**config.mk**
```make
export PLATFORM = sky130hd
export DESIGN_NAME = lsu_ctrl_flat
export DESIGN_NICKNAME = d
export VERILOG_FILES = /design/src/rtl/lsu_ctrl_if.sv /design/src/rtl/lsu_ctrl.sv /design/src/flat_wrapper.sv
export SDC_FILE = /design/constraint.sdc
export NUM_CORES = 1
export LEC_CHECK = 0
export BUFFER_PORTS_ARGS = -buffer_cell sky130_fd_sc_hd__buf_4
export CAP_MARGIN = 0
export CORE_MARGIN = 2
export CORE_UTILIZATION = 56
export DETAILED_ROUTE_END_ITERATION = 6
export PLACE_DENSITY = 0.87
export SLEW_MARGIN = 15
export SYNTH_ARGS = -nofsm -noshare
export SYNTH_HDL_FRONTEND = slang
export SYNTH_SLANG_ARGS = --single-unit
```
**constraint.sdc**
```tcl
create_clock -name clk -period 7.1 [get_ports clk]
set_input_delay 1.42 -clock clk [delete_from_list [all_inputs] [get_ports clk]]
set_output_delay 1.42 -clock clk [all_outputs]
set_load 0.01 [all_outputs]
```
**src/rtl/lsu_ctrl_if.sv**
```systemverilog
// lsu_ctrl_if -- request/response and bus signal bundle for lsu_ctrl.
//   req_*  : core access request (valid/ready handshake, we, fn4, addr, wdata)
//   rsp_*  : one-cycle response strobe with extended load data and error flag
//   bus_*  : single-outstanding word bus (cyc/we/addr/mask/wdata out, ack/rdata in)
// modport slave  : the load/store unit itself
// modport master : the surrounding core + memory environment
interface lsu_ctrl_if;
  logic        req_valid;
  logic        req_ready;
  logic        req_we;
  logic [3:0]  req_fn4;
  logic [31:0] req_addr;
  logic [31:0] req_wdata;
  logic        rsp_valid;
  logic [31:0] rsp_rdata;
  logic        rsp_err;
  logic        bus_cyc;
  logic        bus_we;
  logic [31:0] bus_addr;
  logic [3:0]  bus_mask;
  logic [31:0] bus_wdata;
  logic        bus_ack;
  logic [31:0] bus_rdata;

  modport slave (
    input  req_valid, req_we, req_fn4, req_addr, req_wdata, bus_ack, bus_rdata,
    output req_ready, rsp_valid, rsp_rdata, rsp_err,
           bus_cyc, bus_we, bus_addr, bus_mask, bus_wdata
  );

  modport master (
    output req_valid, req_we, req_fn4, req_addr, req_wdata, bus_ack, bus_rdata,
    input  req_ready, rsp_valid, rsp_rdata, rsp_err,
           bus_cyc, bus_we, bus_addr, bus_mask, bus_wdata
  );
endinterface

```
**src/rtl/lsu_ctrl.sv**
```systemverilog
// lsu_ctrl -- load/store unit controller: turns byte/half/word core accesses
// into big-endian lane-masked word transfers, extends load data, and abandons
// a transfer after BUS_TIMEOUT cycles without bus_ack.
// Ports: clk, rst (async, active-high), lsu (lsu_ctrl_if.slave).
// Build option: LSU_SPLIT_EN -- when defined, accesses crossing a word
// boundary run as two bus transfers; otherwise they are rejected with rsp_err.
module lsu_ctrl #(
  parameter int BUS_TIMEOUT = 64
) (
  input  logic       clk,
  input  logic       rst,
  lsu_ctrl_if.slave  lsu
);
  localparam int CW = $clog2(BUS_TIMEOUT + 1);

  typedef enum logic [1:0] {IDLE, BUS1, BUS2, RESP} state_t;
  state_t state;

  logic [CW-1:0] cnt;
  logic          lat_we, lat_sx;
  logic [1:0]    lat_sz, lat_k;

  logic [7:0]    m8;       // lanes over two words, bit 7 = offset 0 of word A
  logic [63:0]   w64;      // write data positioned over the same two words
  logic          cross_c;
  logic          reject;
  logic [63:0]   rd64;
  logic [31:0]   ld_res;

`ifdef LSU_SPLIT_EN
  logic          lat_cross;
  logic [3:0]    mask2;
  logic [31:0]   wdata2, rd_hi;
`endif

  // Request decode. Working over a two-word window means a crossing access
  // simply spills into the low half; the shift places the first byte at k.
  always_comb begin
    int         w;
    logic [7:0] mb;
    logic [31:0] wm;
    case (lsu.req_fn4[1:0])
      2'd0:    begin w = 1; mb = 8'h80; wm = {24'b0, lsu.req_wdata[7:0]};  end
      2'd1:    begin w = 2; mb = 8'hC0; wm = {16'b0, lsu.req_wdata[15:0]}; end
      default: begin w = 4; mb = 8'hF0; wm = lsu.req_wdata;                end
    endcase
    m8      = mb >> lsu.req_addr[1:0];
    w64     = {32'b0, wm} << (8 * (8 - int'(lsu.req_addr[1:0]) - w));
    cross_c = (int'(lsu.req_addr[1:0]) + w) > 4;
  end

  // Load extraction: bytes sit in address order across rd64; shift the
  // accessed bytes down to the bottom, then extend.
  always_comb begin
    int          wl;
    logic [31:0] v;
    wl   = (lat_sz == 2'd0) ? 1 : (lat_sz == 2'd1) ? 2 : 4;
    rd64 = {lsu.bus_rdata, 32'b0};
`ifdef LSU_SPLIT_EN
    if (state == BUS2) rd64 = {rd_hi, lsu.bus_rdata};
`endif
    v = 32'(rd64 >> (8 * (8 - int'(lat_k) - wl)));
    case (lat_sz)
      2'd0:    ld_res = lat_sx ? {{24{v[7]}}, v[7:0]}   : {24'b0, v[7:0]};
      2'd1:    ld_res = lat_sx ? {{16{v[15]}}, v[15:0]} : {16'b0, v[15:0]};
      default: ld_res = v;
    endcase
  end

`ifdef LSU_SPLIT_EN
  assign reject = 1'b0;
`else
  assign reject = cross_c;
  // Second-word lanes only matter for split transfers.
  logic unused_lo;
  assign unused_lo = ^{m8[3:0], w64[31:0]};
`endif

  always_ff @(posedge clk or posedge rst) begin
    if (rst) begin
      state         <= IDLE;
      cnt           <= '0;
      lat_we        <= 1'b0;
      lat_sx        <= 1'b0;
      lat_sz        <= '0;
      lat_k         <= '0;
      lsu.req_ready <= 1'b1;
      lsu.rsp_valid <= 1'b0;
      lsu.rsp_rdata <= '0;
      lsu.rsp_err   <= 1'b0;
      lsu.bus_cyc   <= 1'b0;
      lsu.bus_we    <= 1'b0;
      lsu.bus_addr  <= '0;
      lsu.bus_mask  <= '0;
      lsu.bus_wdata <= '0;
`ifdef LSU_SPLIT_EN
      lat_cross     <= 1'b0;
      mask2         <= '0;
      wdata2        <= '0;
      rd_hi         <= '0;
`endif
    end else begin
      case (state)
        IDLE: if (lsu.req_valid) begin
          lsu.req_ready <= 1'b0;
          lat_we        <= lsu.req_we;
          lat_sx        <= lsu.req_fn4[3];
          lat_sz        <= lsu.req_fn4[1:0];
          lat_k         <= lsu.req_addr[1:0];
          if (reject) begin
            state         <= RESP;
            lsu.rsp_valid <= 1'b1;
            lsu.rsp_err   <= 1'b1;
            lsu.rsp_rdata <= '0;
          end else begin
            state         <= BUS1;
            cnt           <= '0;
            lsu.bus_cyc   <= 1'b1;
            lsu.bus_we    <= lsu.req_we;
            lsu.bus_addr  <= {lsu.req_addr[31:2], 2'b00};
            lsu.bus_mask  <= m8[7:4];
            lsu.bus_wdata <= lsu.req_we ? w64[63:32] : '0;
`ifdef LSU_SPLIT_EN
            lat_cross     <= cross_c;
            mask2         <= m8[3:0];
            wdata2        <= lsu.req_we ? w64[31:0] : '0;
`endif
          end
        end

        BUS1, BUS2: begin
`ifdef LSU_SPLIT_EN
          if (lsu.bus_ack && state == BUS1 && lat_cross) begin
            state         <= BUS2;
            cnt           <= '0;
            rd_hi         <= lsu.bus_rdata;
            lsu.bus_addr  <= lsu.bus_addr + 32'd4;
            lsu.bus_mask  <= mask2;
            lsu.bus_wdata <= wdata2;
          end else
`endif
          // ack is tested first so it wins over a coincident timeout
          if (lsu.bus_ack || cnt == CW'(BUS_TIMEOUT - 1)) begin
            state         <= RESP;
            lsu.bus_cyc   <= 1'b0;
            lsu.rsp_valid <= 1'b1;
            lsu.rsp_err   <= !lsu.bus_ack;
            lsu.rsp_rdata <= (lsu.bus_ack && !lat_we) ? ld_res : '0;
          end else begin
            cnt <= cnt + CW'(1);
          end
        end

        RESP: begin
          state         <= IDLE;
          lsu.rsp_valid <= 1'b0;
          lsu.rsp_err   <= 1'b0;
          lsu.rsp_rdata <= '0;
          lsu.req_ready <= 1'b1;
        end
      endcase
    end
  end
endmodule

```
**src/flat_wrapper.sv**
```systemverilog
// flat-port wrapper written by rule: the top's interface ports become plain ports
module lsu_ctrl_flat 
#(
  parameter int BUS_TIMEOUT = 64
)
  (clk, rst, lsu_req_valid, lsu_req_we, lsu_req_fn4, lsu_req_addr, lsu_req_wdata, lsu_bus_ack, lsu_bus_rdata, lsu_req_ready, lsu_rsp_valid, lsu_rsp_rdata, lsu_rsp_err, lsu_bus_cyc, lsu_bus_we, lsu_bus_addr, lsu_bus_mask, lsu_bus_wdata);
  lsu_ctrl_if lsu_i ();
  input  logic clk;
  input  logic rst;
  input wire logic [$bits(lsu_i.req_valid)-1:0] lsu_req_valid;
  input wire logic [$bits(lsu_i.req_we)-1:0] lsu_req_we;
  input wire logic [$bits(lsu_i.req_fn4)-1:0] lsu_req_fn4;
  input wire logic [$bits(lsu_i.req_addr)-1:0] lsu_req_addr;
  input wire logic [$bits(lsu_i.req_wdata)-1:0] lsu_req_wdata;
  input wire logic [$bits(lsu_i.bus_ack)-1:0] lsu_bus_ack;
  input wire logic [$bits(lsu_i.bus_rdata)-1:0] lsu_bus_rdata;
  output wire logic [$bits(lsu_i.req_ready)-1:0] lsu_req_ready;
  output wire logic [$bits(lsu_i.rsp_valid)-1:0] lsu_rsp_valid;
  output wire logic [$bits(lsu_i.rsp_rdata)-1:0] lsu_rsp_rdata;
  output wire logic [$bits(lsu_i.rsp_err)-1:0] lsu_rsp_err;
  output wire logic [$bits(lsu_i.bus_cyc)-1:0] lsu_bus_cyc;
  output wire logic [$bits(lsu_i.bus_we)-1:0] lsu_bus_we;
  output wire logic [$bits(lsu_i.bus_addr)-1:0] lsu_bus_addr;
  output wire logic [$bits(lsu_i.bus_mask)-1:0] lsu_bus_mask;
  output wire logic [$bits(lsu_i.bus_wdata)-1:0] lsu_bus_wdata;
  assign lsu_i.req_valid = lsu_req_valid;
  assign lsu_i.req_we = lsu_req_we;
  assign lsu_i.req_fn4 = lsu_req_fn4;
  assign lsu_i.req_addr = lsu_req_addr;
  assign lsu_i.req_wdata = lsu_req_wdata;
  assign lsu_i.bus_ack = lsu_bus_ack;
  assign lsu_i.bus_rdata = lsu_bus_rdata;
  assign lsu_req_ready = lsu_i.req_ready;
  assign lsu_rsp_valid = lsu_i.rsp_valid;
  assign lsu_rsp_rdata = lsu_i.rsp_rdata;
  assign lsu_rsp_err = lsu_i.rsp_err;
  assign lsu_bus_cyc = lsu_i.bus_cyc;
  assign lsu_bus_we = lsu_i.bus_we;
  assign lsu_bus_addr = lsu_i.bus_addr;
  assign lsu_bus_mask = lsu_i.bus_mask;
  assign lsu_bus_wdata = lsu_i.bus_wdata;
  lsu_ctrl #(.BUS_TIMEOUT(BUS_TIMEOUT)) u_core (.clk(clk), .rst(rst), .lsu(lsu_i));
endmodule
```
Word-level counts from Yosys, hierarchy flattened
Cells that the tools add are included.
{"block": "totals", "regBits": 118, "latchBits": 0, "ram_bits": 0, "mem_bits_ro": 0, "inputBits": 105, "out_inout_bits": 105, "word_cells": 88, "memories": 0}
{"block": "op_classes", "addsub": 6, "multipliers": 0, "n_div": 0, "magnitude_cmp": 1, "eq_ne": 11, "shift": 3, "muxes": 34, "bitwise_logic": 1, "n_reduce_logical": 17}
{"op": "two-way mux 32 bit", "n": 7}
{"op": "one-hot mux 32 bit (2 select lines)", "n": 2}
{"op": "one-hot mux 32 bit (3 select lines)", "n": 1}
{"op": "left shift 32 x 32 -> 64 bit", "n": 1}
{"op": ">> shifter 64 x 32 -> 32 bit", "n": 1}
{"op": "> comparator 32 x 4 -> 1 bit, second input constant", "n": 1}
{"op": "two-way mux 29 bit", "n": 1}
{"op": "subtractor 29 bit", "n": 1}
{"op": "subtractor 29 x 4 -> 29 bit", "n": 1}
{"op": "one-hot mux 7 bit (2 select lines)", "n": 2}
{"op": "two-way mux 7 bit", "n": 3}
{"op": "subtractor 4 x 2 -> 5 bit, first input constant", "n": 2}
{"op": "two-way mux 1 bit", "n": 8}
{"op": "AND reduction 4 bit", "n": 2}
{"op": ">> shifter 8 x 2 -> 8 bit", "n": 1}
{"op": "adder 7 x 1 -> 7 bit, second input constant", "n": 1}
{"op": "equality test 7 x 6 -> 1 bit, second input constant", "n": 1}
{"op": "equality test 2 x 1 -> 1 bit, second input constant", "n": 3}
{"op": "logical NOT 2 bit", "n": 3}
{"op": "two-way mux 2 bit", "n": 3}
{"op": "!= test 2 bit, second input constant", "n": 3}
{"op": "one-hot mux 1 bit (3 select lines)", "n": 2}
{"op": "one-hot mux 2 bit (3 select lines)", "n": 1}
{"op": "one-hot mux 3 bit (2 select lines)", "n": 1}
{"op": "other kinds (13)", "n": 21}

Depth between registers and ports, before layout
Gate-level depths: netlist of the first run.
{"block": "logic_depth", "ltp_word": 10, "depth_mapped": 13, "depth_no_buf": 10}

Worst setup path after synthesis of the first run
OpenSTA, ideal clock, no wires.
{"block": "synth_timing", "path_type": "input -> register", "startpoint": "input port lsu_req_fn4[1]", "endpoint": "register u_core.lsu.rsp_rdata[10]", "setup_ns": 0.104, "arrival_ns": 4.059, "t_required_ns": 6.996, "path_slack_ns": 2.937, "stages": 12, "n_path_buf": 2, "path_cell_list": "buf_2 -> or2_2 -> inv_1 -> ha_1 -> inv_1 -> fa_1 -> xnor2_2 -> a22oi_2 -> o21a_1 -> or4_1 -> buf_2 -> o311ai_1"}
{"block": "synth_between", "elab_chain_cells": 6, "elab_cells_between_ends": 7, "classes_between": "add/sub (1); order compare (1); eq/ne (2); mux (1); reduce/logical (2)"}
{"element": "from (decl)", "line_no": "flat_wrapper.sv:12", "text": "input wire logic [$bits(lsu_i.req_fn4)-1:0] lsu_req_fn4;"}
{"element": "equality test 2 x 1 -> 1 bit / logical NOT 2 bit (equally long branches)", "line_no": "lsu_ctrl.sv:42", "text": "case (lsu.req_fn4[1:0])"}
{"element": "one-hot mux 3 bit (2 select lines) (*)", "line_no": "lsu_ctrl.sv:42"}
{"element": "adder 2 x 3 -> 4 bit (*)", "line_no": "lsu_ctrl.sv:49", "text": "cross_c = (int'(lsu.req_addr[1:0]) + w) > 4;"}
{"element": "> comparator 32 x 4 -> 1 bit (*)", "line_no": "lsu_ctrl.sv:49"}
{"element": "!= test 2 x 1 -> 1 bit (no line) (*)"}
{"element": "AND reduction 3 bit (no line) (*)"}
{"element": "to (signal assigned)", "line_no": "lsu_ctrl.sv:148", "text": "lsu.rsp_rdata <= (lsu.bus_ack && !lat_we) ? ld_res : '0;"}
{"element": "to (decl)", "line_no": "lsu_ctrl_if.sv:27", "text": "output req_ready, rsp_valid, rsp_rdata, rsp_err,"}
Mark *: on every way between the ends. The rest lies on a longest branch, timed or not.
A chain may end at the register's enable or synchronous reset.

Worst setup path in the final report of the first run
{"block": "layout_timing", "startpoint": "input port lsu_req_fn4[1]", "endpoint": "register u_core.lsu.rsp_rdata[11]"}
The elaborated chain is that of the path after synthesis.

==> results by group, run 1 <==
Clock network
  – CTS H-tree depth: 4
  – CTS resizes: 0
  – Worst skew pair latency: 0.42 ns
  – CTS max path bufs: 2
  – Clk slew on worst S/H paths: 0.06 ns
  – Clk root buf: clkbuf_16
  – Cts hold-fix bufs: 0
  – CTS tree: yes
  – Post-CTS Setup Inserts: 0
  – CTS Buf Count: 17
  – CTS sink count: 118

Layout
  – Final #Nets: 1106
  – Fill cells: 929
  – Core Util, Final: 0.748
  – Diodes inserted: 0
  – Layout cell share with drive strength beyond 1: 0.281
  – Area Growth Syn to Fin: 30.9%

Critical path
  – Crit path depth: 11
  – Worst EP arrival: 4.93 ns
  – R2R cell count: 8
  – Critical Path RT: 7.40 ns
  – Setup CP Type: input port to flip-flop
  – Buf+Inv Stages, Crit Path: 3
  – CP max FO: 26
  – Critical Path Max Stage Delay: 0.84 ns
  – Slowest-stage cell, CP: or4_1
  – Worst path cell trace: buf_4 > or2_2 > inv_1 > ha_1 > inv_1 > fa_1 > xnor2_2 > a22oi_2 > o21a_1 > or4_1 > o311ai_1
  – CP top delay family: simple AND/OR/NAND/NOR gates
  – CP startpoint kind: input port
  – Crit. End Element: flip-flop
  – Most used cell along the critical path: inv_1

Pwr
  – Worst VDD drop: 0.000300 V
  – Sw frac: 0.455
  – Lkg Pwr: 4.56 nW
  – Internal power of the cells: 2.59 mW
  – PwrDens: 504 nW/µm²
  – Clock Power Share: 0.200
  – Comb pwr share: 0.570
  – Seq pwr share: 0.229
  – NetSw: 2.17 mW

STA
  – Fmax: 216 MHz
  – Final WS setup: 2.47 ns
  – Clock skew: 0.00515 ns
  – RSZ-0062 raised after global routing: no
  – Final setup viols: 0
  – Tmin final: 4.63 ns
  – Final TNS setup: 0 ns
  – Final Hold Fails: 0
  – Slew HR: 0.284
  – Final period util: 0.652
  – Max Slew Vio Count: 0
  – Worst-Margin Slew: 1.07 ns
  – Hold Slack: 0.473 ns

Routing
  – Drt wl/cell: 20.0 µm
  – Vias per cell: 6.40
  – DRC: 0
  – Via count: 7474
  – Antenna-violating nets left: 0
  – Detailed Routing Iterations Pass 1: 5
  – Iteration-0 DRC count of the detailed router: 1056
  – Post-Route WL: 23.3 mm

Floorplan
  – Die X: 117 µm
  – Initial Utilization: 0.571
  – Placeable core area: 12600 µm²
  – Chip Height: 117 µm
  – Ports: 210
  – Die area: 13800 µm²
  – Std-Cell Rows: 41

Placement
  – GPL Wtd Cong: 0.985
  – Dpl hpwl: 16.4 mm
  – Port buffer count: 206
  – Dpl ws: 2.17 ns

Logic synthesis
  – Top cells by area, synth: dfrtp_1, nand2_1, o21ai_0
  – Asr flop ratio synth: 1.00
  – Synth top cells by count: nand2_1, dfrtp_1, o21ai_0
  – Distinct cells, synth: 71
  – Top-area cell type share of the netlist area: 0.406
  – Sequential fraction of the synthesis area: 0.410
  – Netlist Area Pre-Place: 7210 µm²
  – Number of synthesized flops with an enable pin: 0
  – Flops & latches, synth: 118
  – Gate Count Post-Synth: 811
  – Count leader, synth: nand2_1
  – Synth warnings: 0
  – Synthesized area per cell: 8.89 µm²
  – Area leader, netlist: dfrtp_1
  – Top FF cell, synth: dfrtp_1

Global route
  – First-pass GRT wire length: 36.7 mm
  – Vias in the first global route: 7066
  – Antenna violations before repair: 0
  – GRT overflow: 0
  – Largest net degree at the start of global routing: 79
  – GRT Total Usage: 0.333

Hold path
  – Hold path cells: 2
  – Hold Crit Class: flip-flop to flip-flop

Job
  – Maxcap violations: 0

Status
  – Status: complete, no violations
## cells by family (layout without fill, tap and decap cells)
logic type | after synthesis | count (layout) | synth area share
DFF | 118 | 118 | 0.410
adders and majority gates | 18 | 18 | 0.0344
xor gates and xnor gates | 6 | 6 | 0.00937
buffers and inverters | 91 | 275 | 0.0520
muxes | 43 | 43 | 0.0621
and+or+nand+nor | 253 | 253 | 0.159
AOI/OAI and AO/OA | 281 | 281 | 0.273
other | 1 | 2 | 0.000520
## power by group through the flow
stage | registers [mW] | logic [mW] | clock network (mW)
global route | 1.12 | 2.90 | 0.988
floorplan | 1.15 | 1.68 | 0
finish | 1.09 | 2.71 | 0.954
global placement | 1.08 | 2.55 | 0
detailed placement | 1.09 | 2.59 | 0
CTS | 1.08 | 2.62 | 0.954
## layer usage
layer	wire length [µm]	track usage	vias up
met5	0	0	-
met4	945	0.158	0
met3	2590	0.0741	95
met2	10800	0.520	493
met1	8960	0.441	3543
li1	-	-	3343
## per-stage QoR
step	area, µm²	cells	power, mW
2_1_floorplan	7220	812	2.83
3_3_place_gp	8780	1136	3.63
3_5_place_dp	8780	1136	3.68
4_1_cts	9430	1168	4.66
5_1_grt	9440	1168	5.01
6_report	9440	1168	4.76
## flip-flops by register name (all words and copies together) (netlist names), 2 cells and up
signal and cells:
u_core.lsu.rsp_rdata 32, u_core.state 2, u_core.lat_sz 2, u_core.lat_k 2
u_core.cnt 7, u_core.lsu.bus_mask 4, u_core.lsu.bus_wdata 32, u_core.lsu.bus_addr 30
## cell usage in the layout (no fill, tap or decap), drive strengths merged, types with 4 or more instances in the layout
cell and n:
and3 20, inv 33, a222oi 8, a22o 8, nor2b 4, mux2i 29
clkinvlp 4, nand3 24, nand4 6, clkbuf 17, bufinv 5, nand2 146
o22ai 8, a21boi 9, a21oi 49, dfrtp 117, xnor2 4, ha 15
nand2b 8, o221ai 7, buf 213, a211oi 13, a221oi 27, o21ai 76
o31ai 19, nor2 26, o311ai 10, a22oi 25, mux2 14, and2 4
## final cells by class
class | instances | area (µm²) | share of cell area
clock buffer | 17 | 425 | 0.0451
sequential | 118 | 2950 | 0.313
multi-input combinational | 603 | 3910 | 0.414
clock inverter | 15 | 225 | 0.0239
timing repair buffer | 213 | 1600 | 0.169
inverter | 30 | 115 | 0.0122
tap | 172 | 215 | 0.0228
## tightest hold or removal path, cell delays in order, from the launching register on
cell and delay, ns:
dfrtp_1 0.34, nand2_1 0.05, nand2_1 0.05
## worst paths after layout
check	from	endpoint	slack, ns
hold / removal	u_core.lsu.bus_addr[2]	u_core.lsu.bus_addr[2]	0.47
hold reg to reg	u_core.lsu.bus_addr[2]	u_core.lsu.bus_addr[2]	0.47
max in group asynchronous	rst	u_core.lsu.rsp_rdata[12]	4.71
setup / recovery	lsu_req_fn4[1]	u_core.lsu.rsp_rdata[11]	2.47
min in group asynchronous	rst	u_core.lsu.bus_addr[7]	1.03
setup reg to reg	u_core.lat_sz[1]	u_core.lsu.rsp_rdata[31]	3.07
No activity file was read; power rests on OpenSTA's default activity.
==> inputs of run 2 (changes only) <==
--- a/config.mk
+++ b/config.mk
@@ -8,9 +8,9 @@
 export BUFFER_PORTS_ARGS = -buffer_cell sky130_fd_sc_hd__buf_4
 export CAP_MARGIN = 0
 export CORE_MARGIN = 2
-export CORE_UTILIZATION = 56
+export CORE_UTILIZATION = 53
 export DETAILED_ROUTE_END_ITERATION = 6
-export PLACE_DENSITY = 0.87
+export PLACE_DENSITY = 0.83
 export SLEW_MARGIN = 15
 export SYNTH_ARGS = -nofsm -noshare
 export SYNTH_HDL_FRONTEND = slang
==> constraint.sdc (replaced) <==
create_clock -name clk -period 4.65 [get_ports clk]
set_input_delay 0.93 -clock clk [delete_from_list [all_inputs] [get_ports clk]]
set_output_delay 0.93 -clock clk [all_outputs]
set_load 0.01 [all_outputs]
==> results by group, run 2 (synthesis gave the netlist of run 1 again) <==
Hold path
  – Hold Crit Class: flip-flop to flip-flop

Pwr
  – Total power: 7.20 mW
  – Internal power of the cells: 3.94 mW
  – Worst VDD drop: 0.000526 V
  – NetSw: 3.26 mW
  – Sw frac: 0.453
  – Seq pwr share: 0.229
  – Clock Power Share: 0.188
  – PwrDens: 756 nW/µm²
  – Comb pwr share: 0.584
  – Lkg Pwr: 4.63 nW

Routing
  – Via count: 7469
  – Drt wl/cell: 19.9 µm
  – Detailed Routing Iterations Pass 1: 5
  – Post-Route WL: 23.7 mm
  – Vias per cell: 6.29
  – Antenna-violating nets left: 0
  – DRC: 0
  – Iteration-0 DRC count of the detailed router: 869

Global route
  – Vias in the first global route: 7181
  – Antenna violations before repair: 1
  – Largest net degree at the start of global routing: 76
  – GRT Total Usage: 0.331
  – First-pass GRT wire length: 37.5 mm
  – GRT overflow: 0

STA
  – Tmin final: 3.90 ns
  – Clock skew: 0.00724 ns
  – Final Hold Fails: 0
  – Final TNS setup: 0 ns
  – Max Slew Vio Count: 0
  – RSZ-0062 raised after global routing: no
  – Slew HR: 0.374
  – Final period util: 0.838
  – Final setup viols: 0
  – Fmax: 257 MHz
  – Worst-Margin Slew: 0.925 ns

Layout
  – Seq. cell area: 2950 µm²
  – Most common cell after layout, fill and taps aside: buf_4
  – Diodes inserted: 0
  – Commonest non-fill, non-tap cells in the layout: buf_4, nand2_1, dfrtp_1
  – Area of the multi-input gates: 3900 µm²
  – Area Growth Syn to Fin: 32.1%
  – Largest registers: u_core.lsu.bus_wdata x32, u_core.lsu.rsp_rdata x32, u_core.lsu.bus_addr x30
  – Design Area, Final: 9520 µm²
  – Final #Nets: 1121
  – Fill cells: 1065
  – Layout cell share with drive strength beyond 1: 0.288

Floorplan
  – Std-Cell Rows: 42
  – Ports: 210
  – Die area: 14600 µm²
  – Placeable core area: 13200 µm²
  – Die X: 121 µm
  – Chip Height: 121 µm
  – Initial Utilization: 0.545

Clock network
  – Clk slew on worst S/H paths: 0.05 ns
  – CTS H-tree depth: 4
  – Cts hold-fix bufs: 0
  – CTS max path bufs: 2
  – Clk root buf: clkbuf_16
  – Post-CTS Setup Inserts: 0
  – CTS resizes: 0
  – Worst skew pair latency: 0.41 ns
  – CTS Buf Count: 17
  – CTS sink count: 118
  – CTS tree: yes

Placement
  – Placed cell areas: 8900 µm²
  – GPL Wtd Cong: 1.03
  – Dpl hpwl: 17.1 mm
  – Port buffer count: 206

Critical path
  – Setup CP Type: flip-flop to flip-flop
  – CP startpoint kind: flip-flop
  – Worst EP arrival: 4.21 ns
  – Crit. End Element: flip-flop
  – CP max FO: 23
  – Critical Path RT: 4.96 ns

Status
  – Status: complete, no violations

Job
  – Maxcap violations: 0
## run 2: cell types whose count changed in the layout (fill, tap and decap cells not counted), moves of 2 or more
| cell | change |
|---|---|
| bufinv_16 | -2 |
| clkinvlp_4 | -3 |
| clkbuf_1 | +3 |
| inv_6 | -3 |
| buf_4 | +14 |
| clkbuf_8 | +4 |
## run 2: layout make-up
cell class,count,area share
clock buffers,24,0.0516
repair buffers,228,0.181
clock inverters,8,0.0127
flip-flops and latches,118,0.310
well taps,176,0.0231
inverters,30,0.0121
multi-input cells,603,0.409
## run 2: path summary, 6_finish.rpt
path | start | to | slack, ns | cells after the start
max in group asynchronous | rst | u_core.lsu.rsp_rdata[8] | 3.03 | 3
min in group asynchronous | rst | u_core.lsu.bus_addr[6] | 0.72 | 2
worst min-delay path | u_core.lsu.bus_we | u_core.lsu.bus_we | 0.47 | 2
worst max-delay path | u_core.lat_sz[1] | u_core.lsu.rsp_rdata[24] | 0.75 | 8
worst min register to register | u_core.lsu.bus_we | u_core.lsu.bus_we | 0.47 | 2
worst max register to register | u_core.lat_sz[1] | u_core.lsu.rsp_rdata[24] | 0.75 | 8
## run 2: worst max-delay path, cell delays in order, from the launching register on
cell      delay [ns]
dfrtp_1         0.53
buf_4           0.25
nand2b_1        0.22
inv_1           0.10
fa_1            1.16
nand2_1         0.51
o21ai_1         0.28
a31oi_2         0.37
o31ai_1         0.36
## run 2: metrics by stage
| stage | util | setup WS, ns | std cells | hold WS (ns) |
|---|---|---|---|---|
| 6_report | 0.719 | 0.753 | 1187 | 0.473 |
| 5_1_grt | 0.719 | 0.533 | 1187 | 0.488 |
| 4_1_cts | 0.718 | 0.751 | 1187 | 0.477 |
| 3_5_place_dp | 0.672 | 0.432 | 1155 | 0.464 |
| 3_3_place_gp | 0.672 | 0.552 | 1155 | 0.459 |
| 2_1_floorplan | - | 0.593 | 812 | 0.471 |
## run 2: power by group through the flow
stage | combinational [mW] | sequential [mW] | clock [mW]
after floorplan | 2.57 | 1.75 | 0
after global placement | 3.98 | 1.64 | 0
after detailed placement | 4.06 | 1.65 | 0
after CTS | 4.09 | 1.64 | 1.37
after global routing | 4.56 | 1.69 | 1.43
final | 4.20 | 1.65 | 1.35
## run 2: per-layer routing
| metal | up-vias | wire (µm) | GRT usage |
|---|---|---|---|
| met3 | 84 | 2220 | 0.0929 |
| met4 | 2 | 977 | 0.157 |
| met2 | 435 | 11000 | 0.514 |
| met5 | - | 13 | 0 |
| li1 | 3373 | - | - |
| met1 | 3575 | 9470 | 0.428 |
==> inputs of run 3 (changes only) <==
==> constraint.sdc (replaced) <==
create_clock -name clk -period 3.8 [get_ports clk]
set_input_delay 0.76 -clock clk [delete_from_list [all_inputs] [get_ports clk]]
set_output_delay 0.76 -clock clk [all_outputs]
set_load 0.01 [all_outputs]
==> results by group, run 3 (synthesis gave the netlist of run 1 again) <==
Status
  – Status: complete, no violations

Pwr
  – Lkg Pwr: 4.69 nW
  – PwrDens: 925 nW/µm²
  – Worst VDD drop: 0.000734 V

Job
  – Maxcap violations: 0

Global route
  – Largest net degree at the start of global routing: 62
  – First-pass GRT wire length: 36.5 mm
  – GRT Total Usage: 0.319
  – Vias in the first global route: 7080
  – Antenna violations before repair: 0
  – GRT overflow: 0

Routing
  – Vias per cell: 6.23
  – Antenna-violating nets left: 0
  – Via count: 7480
  – Iteration-0 DRC count of the detailed router: 882
  – Drt wl/cell: 19.1 µm
  – DRC: 0
  – Post-Route WL: 22.9 mm
  – Detailed Routing Iterations Pass 1: 5

Critical path
  – Setup slack, reg-to-reg: 0.31 ns
  – Crit. End Element: flip-flop
  – Slowest-stage cell, CP: a31oi_2
  – Critical Path Max Stage Delay: 0.72 ns
  – CP max FO: 16
  – CP startpoint kind: flip-flop
  – Critical Path RT: 4.07 ns
  – Worst EP arrival: 3.77 ns
  – Setup CP Type: flip-flop to flip-flop
  – Worst path cell trace: nor2_1 > ha_1 > fa_1 > xor2_2 > mux2_2 > o21ai_1 > a31oi_2 > o31ai_1

STA
  – Clock skew: 0.00799 ns
  – Tmin final: 3.49 ns
  – Slew HR: 0.344
  – RSZ-0062 raised after global routing: no
  – Final setup viols: 0
  – Max Slew Vio Count: 0
  – Worst-Margin Slew: 0.978 ns
  – Final period util: 0.919
  – Final Hold Fails: 0
  – Fmax: 286 MHz
  – Final TNS setup: 0 ns

Layout
  – Commonest non-fill, non-tap cells in the layout: buf_4, nand2_1, dfrtp_1
  – Largest registers: u_core.lsu.bus_wdata x32, u_core.lsu.rsp_rdata x32, u_core.lsu.bus_addr x30
  – Area Growth Syn to Fin: 33.4%
  – Most common cell after layout, fill and taps aside: buf_4
  – Diodes inserted: 0
  – Layout cell share with drive strength beyond 1: 0.298
  – Core Util, Final: 0.726
  – Final #Nets: 1135

Clock network
  – Post-CTS Setup Inserts: 0
  – Worst skew pair latency: 0.42 ns
  – CTS tree: yes
  – CTS max path bufs: 2
  – CTS sink count: 118
  – Cts hold-fix bufs: 0
  – Clk root buf: clkbuf_16
  – CTS Buf Count: 17
  – CTS H-tree depth: 4
  – Clk slew on worst S/H paths: 0.06 ns
  – CTS resizes: 0

Hold path
  – Hold Crit Class: input port to asynchronous set/reset pin

Floorplan
  – Initial Utilization: 0.545
  – Placeable core area: 13200 µm²
  – Ports: 210
  – Std-Cell Rows: 42
  – Die area: 14600 µm²
  – Chip Height: 121 µm
  – Die X: 121 µm

Placement
  – Port buffer count: 206
  – GPL Wtd Cong: 1.01
  – Dpl hpwl: 16.6 mm
## run 3: changes by cell type in the layout (fill, tap and decap cells not counted)
| cell | delta |
|---|---|
| clkbuf_8 | -1 |
| inv_4 | -1 |
| clkinv_2 | +2 |
| buf_4 | +14 |
## run 3: worst paths after layout
check / endpoint / cells after the start / from
max: u_core.lsu.rsp_rdata[16] / 8 / u_core.lat_sz[1]
max in group asynchronous: u_core.lsu.req_ready / 3 / rst
min reg2reg: u_core.lsu.bus_addr[14] / 2 / u_core.lsu.bus_addr[14]
max reg2reg: u_core.lsu.rsp_rdata[16] / 8 / u_core.lat_sz[1]
min in group clk: u_core.lsu.bus_addr[14] / 2 / u_core.lsu.bus_addr[14]
min: u_core.lsu.rsp_rdata[28] / 2 / rst
## run 3: final cells by class
| cell class | count | area (µm²) |
|---|---|---|
| multi-input cells | 603 | 3900 |
| repair buffers | 242 | 1830 |
| clock buffers | 23 | 478 |
| well taps | 176 | 220 |
| flip-flops and latches | 118 | 2950 |
| fillers | 1011 | 3620 |
| inverters | 30 | 116 |
| clock inverters | 9 | 124 |
## run 3: power breakdown
part           total, mW  internal [mW]  leakage [nW]  switching (mW)
sequential          2.02           1.72          1.55           0.305
combinational       5.23           2.11          2.84            3.13
clock               1.65           1.08         0.301           0.569
## run 3: per-stage QoR
step	setup slack [ns]	hold WS, ns	power [mW]	cell area (µm²)	cells
after global routing	0.127	0.438	9.45	9620	1201
after global placement	0.112	0.459	6.99	9010	1169
after floorplan	0.297	0.471	5.29	7220	812
final	0.306	0.397	8.90	9620	1201
after CTS	0.428	0.408	8.76	9610	1201
after detailed placement	0.0217	0.464	7.07	9010	1169
## run 3: critical path: cells and delay by family, from the launching register on
family / cells / cell delay, ns
DFF: 1 / 0.62
adders and majority gates: 2 / 0.76
muxes: 1 / 0.27
and+or+nand+nor: 1 / 0.16
AOI/OAI and AO/OA: 3 / 0.99
xor gates and xnor gates: 1 / 0.54
## run 3: routing by layer
metal,track usage,vias to the layer above,part of all wire
met2,0.483,433,0.46
li1,-,3410,-
met5,0,-,0
met3,0.0750,82,0.094
met4,0.156,0,0.043
met1,0.432,3555,0.41
